===== src/rtl/subneg_loader_if.sv =====
// Host byte stream and core memory write port of the subneg image loader.
interface subneg_loader_if #(
  parameter int unsigned WIDTH = 8
);
  logic             in_valid;
  logic [WIDTH-1:0] in_data;
  logic             in_ready;
  logic             mem_we;
  logic [WIDTH-1:0] mem_addr;
  logic [WIDTH-1:0] mem_wdata;

  modport master (
    output in_valid,
    output in_data,
    input  in_ready,
    input  mem_we,
    input  mem_addr,
    input  mem_wdata
  );

  modport slave (
    input  in_valid,
    input  in_data,
    output in_ready,
    output mem_we,
    output mem_addr,
    output mem_wdata
  );
endinterface


===== src/rtl/subneg_loader.sv =====
// Loads a length-prefixed, checksummed image from a byte stream into core
// memory and releases the subneg core from reset only once the image verifies.
module subneg_loader #(
  parameter int unsigned WIDTH = 8
) (
  input  logic           clk,
  input  logic           rst,
  input  logic           start,
  subneg_loader_if.slave bus,
  output logic           core_rst,
  output logic           load_done,
  output logic           load_err
);

  localparam logic [2:0] IDLE = 3'd0;
  localparam logic [2:0] LEN  = 3'd1;
  localparam logic [2:0] DATA = 3'd2;
  localparam logic [2:0] CSUM = 3'd3;
  localparam logic [2:0] DONE = 3'd4;
  localparam logic [2:0] ERR  = 3'd5;

  logic [2:0]       state;
  logic [2:0]       state_nxt;
  logic [WIDTH-1:0] addr;
  logic [WIDTH-1:0] remain;
  logic [WIDTH-1:0] sum;
  logic [WIDTH-1:0] wr_addr;
  logic [WIDTH-1:0] wr_data;
  logic             we_q;
  logic             ready;
  logic             hs;

  assign ready         = (state == LEN) || (state == DATA) || (state == CSUM);
  assign hs            = bus.in_valid && ready;
  assign bus.in_ready  = ready;
  assign bus.mem_addr  = wr_addr;
  assign bus.mem_wdata = wr_data;
  // A write registered on the last pre-reset edge must not reach memory while rst is high.
  assign bus.mem_we    = we_q && !rst;

  always_comb begin
    state_nxt = state;
    case (state)
      IDLE: if (start) state_nxt = LEN;
      LEN:  if (hs) state_nxt = (bus.in_data == '0) ? CSUM : DATA;
      DATA: if (hs && (remain == WIDTH'(1))) state_nxt = CSUM;
      CSUM: if (hs) state_nxt = (bus.in_data == sum) ? DONE : ERR;
      DONE: if (start) state_nxt = LEN;
      ERR:  if (start) state_nxt = LEN;
      default: state_nxt = IDLE;
    endcase
  end

  always_ff @(posedge clk) begin
    if (rst) begin
      state     <= IDLE;
      addr      <= '0;
      remain    <= '0;
      sum       <= '0;
      wr_addr   <= '0;
      wr_data   <= '0;
      we_q      <= 1'b0;
      core_rst  <= 1'b1;
      load_done <= 1'b0;
      load_err  <= 1'b0;
    end else begin
      state     <= state_nxt;
      we_q      <= 1'b0;
      // Status flags are registered from the next state so they change with it.
      core_rst  <= (state_nxt != DONE);
      load_done <= (state_nxt == DONE);
      load_err  <= (state_nxt == ERR);
      if ((state == LEN) && hs) begin
        remain <= bus.in_data;
        addr   <= '0;
        sum    <= '0;
      end
      if ((state == DATA) && hs) begin
        we_q    <= 1'b1;
        wr_addr <= addr;
        wr_data <= bus.in_data;
        addr    <= addr + WIDTH'(1);
        sum     <= sum + bus.in_data;
        remain  <= remain - WIDTH'(1);
      end
    end
  end

endmodule

===== src/flat_wrapper.sv =====
// flat-port wrapper written by rule: the top's interface ports become plain ports
module subneg_loader_flat 
#(
  parameter int unsigned WIDTH = 8
)
  (clk, rst, start, core_rst, load_done, load_err, bus_in_valid, bus_in_data, bus_in_ready, bus_mem_we, bus_mem_addr, bus_mem_wdata);
  subneg_loader_if #(.WIDTH(WIDTH)) bus_i ();
  input  logic clk;
  input  logic rst;
  input  logic start;
  output logic core_rst;
  output logic load_done;
  output logic load_err;
  input wire logic [$bits(bus_i.in_valid)-1:0] bus_in_valid;
  input wire logic [$bits(bus_i.in_data)-1:0] bus_in_data;
  output wire logic [$bits(bus_i.in_ready)-1:0] bus_in_ready;
  output wire logic [$bits(bus_i.mem_we)-1:0] bus_mem_we;
  output wire logic [$bits(bus_i.mem_addr)-1:0] bus_mem_addr;
  output wire logic [$bits(bus_i.mem_wdata)-1:0] bus_mem_wdata;
  assign bus_i.in_valid = bus_in_valid;
  assign bus_i.in_data = bus_in_data;
  assign bus_in_ready = bus_i.in_ready;
  assign bus_mem_we = bus_i.mem_we;
  assign bus_mem_addr = bus_i.mem_addr;
  assign bus_mem_wdata = bus_i.mem_wdata;
  subneg_loader #(.WIDTH(WIDTH)) u_core (.clk(clk), .rst(rst), .start(start), .bus(bus_i), .core_rst(core_rst), .load_done(load_done), .load_err(load_err));
endmodule

===== config.mk =====
export PLATFORM = sky130hd
export DESIGN_NAME = subneg_loader_flat
export DESIGN_NICKNAME = d
export VERILOG_FILES = /design/src/rtl/subneg_loader_if.sv /design/src/rtl/subneg_loader.sv /design/src/flat_wrapper.sv
export SDC_FILE = /design/constraint.sdc
export NUM_CORES = 1
export LEC_CHECK = 0
export ABC_AREA = 1
export BUFFER_PORTS_ARGS = -buffer_cell sky130_fd_sc_hd__clkbuf_2
export CORE_MARGIN = 3
export CORE_UTILIZATION = 44
export DETAILED_ROUTE_END_ITERATION = 12
export SYNTH_ARGS = -nofsm -noshare
export SYNTH_HDL_FRONTEND = slang
export SYNTH_SLANG_ARGS = --single-unit

===== constraint.sdc =====
create_clock -name clk -period 2.2 [get_ports clk]
set_input_delay 0 -clock clk [delete_from_list [all_inputs] [get_ports clk]]
set_output_delay 0 -clock clk [all_outputs]
set_load 0.02 [all_outputs]

==> impl_metrics.tcl <==
set metrics [dict create \
    fp-row-count 27 \
    clk_pin_slew_worst_paths_ns 0.08 \
    crit_required_ns 2.40 \
    finalCritPeriodShare_pct 79.6 \
    crit_fanout 22 \
    seq_power_share_pct 45.6 \
    grt_max_degree 26 \
    cts_setup_buffers 0 \
    min_period_ns 1.75 \
    overflow 0 \
    gp_congestion 0.922 \
    synthesis.nets 379 \
    route.detailed.drc 0 \
    routed_wl_um 5900 \
    ys_warn_count 0 \
    htree_levels 2 \
    grt_use_total_pct 18.5 \
    via_per_inst 4.95 \
    syn_to_final_growth_pct 12.0 \
    sw_frac_of_total_pct 31.0 \
    status "finished, final reports clean" \
    max_slew_margin_pct 53.2 \
    firstDrtPassIters 4 \
    antenna_found_initial 0 \
    cts_buffers 5 \
    grt_pass1_wl_um 9630 \
    pwr-share-comb_pct 22.2 \
    hold_viol 0 \
    die_h_um 82.1 \
    synth_cell_types 34 \
    synth-async-reset-ratio_pct 0 \
    p_per_area_nw_per_um2 720 \
    skew_ns 0.00866 \
    nets 411 \
    synthCells 356 \
    fmaxAchievable_mhz 571 \
    synth_area_um2 2550 \
    rsz0062_at_grt "false" \
    wire_per_inst_um 12.8 \
    cts.sinks 47 \
    power_frac_clock_pct 32.2 \
    start_util_pct 46.0 \
    grt_pass1_vias 2085 \
    ys_seq_elements 47 \
    diodes 0 \
    worstSetupEndpointType "flip-flop" \
    portBuffers 32 \
    setup_tns_ns 0 \
    slew_violations 0 \
    io_pins 33 \
    tritoncts "built" \
    layout-drive-gt1-share_pct 19.5 \
    maxCapViolCount 0 \
    synth_flop_cell "dfxtp_1" \
    final_antenna_net_count 0 \
    holdCritPathClass "in2reg" \
    p_sw_uw 637 \
    core_um2 5540 \
    tightest_slew_ns 0.701 \
    fp.dieW_um 82.1 \
    yosysSeqAreaShare_pct 36.9 \
    vias 2284 \
    clk_latency_ns 0.30 \
    avgSynthCellArea_um2 7.16 \
    place_hpwl_um 4380 \
    p_int_mw 1.42 \
    dieArea_um2 6740 \
    cellLeakagePower_nw 1.31 \
    worst_hold_slack_ns 0.0387 \
    worstPathArrival_ns 1.95 \
    final_common_cell "nand2_1" \
    ctsLongestPathBuffers 2 \
    setup_violations 0 \
    crit_path_start_kind "flip-flop" \
    synth-edff-count 0 \
    root_buffer "clkbuf_8" \
    ir_drop_v 0.000423 \
    layout_common_cells "nand2_1, nor2_1, dfxtp_1" \
    critical_path_class "reg2reg" \
    drt_iter0_drc 117 \
]
worst max-delay path: stages, from the launching register on:
cell and delay (ns):
dfxtp_1 0.37, inv_2 0.10, nor2_4 0.05, nand2_4 0.24, clkinv_2 0.34, a21oi_1 0.29
nand3_1 0.13, nand2_1 0.08, inv_1 0.05
Yosys cell counts, types with 5 or more instances:
| library cell | number | area (um2) |
|---|---|---|
| a21oi_1 | 19 | 95.1 |
| a21oi_2 | 11 | 96.3 |
| dfxtp_1 | 47 | 941 |
| ha_1 | 10 | 125 |
| inv_1 | 40 | 150 |
| nand2_1 | 72 | 270 |
| nand2_2 | 9 | 56.3 |
| nand3_1 | 25 | 125 |
| nand4_1 | 6 | 37.5 |
| nor2_1 | 49 | 184 |
| nor3_1 | 5 | 25.0 |
| o21ai_0 | 10 | 50.1 |
| o21ai_1 | 16 | 80.1 |
per-layer routing:
metal  global-route usage (%)  part of all wire, %
met1                     23.8                   48
met2                     32.1                   48
met3                     3.25                  3.3
met4                     3.99                 0.78
met5                        0                    0
logic make-up (layout without fill, tap and decap cells):
group,count (synthesis),count (layout),share of synthesized area [%]
DFF,47,47,36.9
AOI/OAI and AO/OA,64,64,15.1
adders and majority gates,11,11,5.69
and+or+nand+nor,176,176,31.0
xor gates and xnor gates,3,3,1.03
buffers and inverters,55,88,10.3
area by class of cell:
| type | count | area [um2] |
|---|---|---|
| inverters | 45 | 175 |
| clock buffers | 6 | 82.6 |
| fillers | 577 | 2690 |
| multi-input cells | 254 | 1350 |
| well taps | 72 | 90.1 |
| clock inverters | 2 | 35.0 |
| flip-flops and latches | 47 | 941 |
| repair buffers | 35 | 185 |
stage by stage:
| stage | setup WS [ns] | power (mW) | utilization [%] | std cells | instance area [um2] |
|---|---|---|---|---|---|
| after floorplan | 0.754 | 1.31 | - | 356 | 2550 |
| after global placement | 0.487 | 1.41 | 49.2 | 452 | 2730 |
| after detailed placement | 0.453 | 1.41 | 49.2 | 452 | 2730 |
| after CTS | 0.436 | 2.08 | 51.5 | 461 | 2860 |
| after global routing | 0.255 | 2.17 | 51.5 | 461 | 2860 |
| final | 0.449 | 2.05 | 51.5 | 461 | 2860 |
flip-flops by register name, summed over array words and instances, names as in the netlist:
name	flops
u_core.core_rst	1
u_core.remain	8
u_core.we_q	1
u_core.bus.mem_wdata	8
u_core.addr	8
u_core.state	3
u_core.sum	8
u_core.load_err	1
u_core.load_done	1
u_core.bus.mem_addr	8
power groups by stage:
stage / sequential [mW] / clock, mW / combinational (mW)
floorplan: 0.972 / 0 / 0.338
global placement: 0.955 / 0 / 0.455
detailed placement: 0.957 / 0 / 0.457
CTS: 0.936 / 0.680 / 0.461
global route: 0.945 / 0.710 / 0.517
finish: 0.936 / 0.661 / 0.457
worst paths after layout:
check	start	to	slack [ns]	cells after the start
worst min register to register	u_core.sum[5]$_SDFFE_PP0P_	u_core.sum[5]$_SDFFE_PP0P_	0.47	2
worst min-delay path	bus_in_data[2]	u_core.bus.mem_wdata[2]$_SDFFE_PP0P_	0.04	3
worst max register to register	u_core.state[1]$_SDFF_PP0_	u_core.state[0]$_SDFF_PP0_	0.45	8
worst max-delay path	u_core.state[1]$_SDFF_PP0_	u_core.state[0]$_SDFF_PP0_	0.45	8
what timing repair did:
action	4_1_cts	5_1_grt
setup endpoints to repair	0	0
gates resized for setup	0	0
hold buffers	1	0
endpoints found under the hold margin	1	0
(Power assumes the default switching activity.)
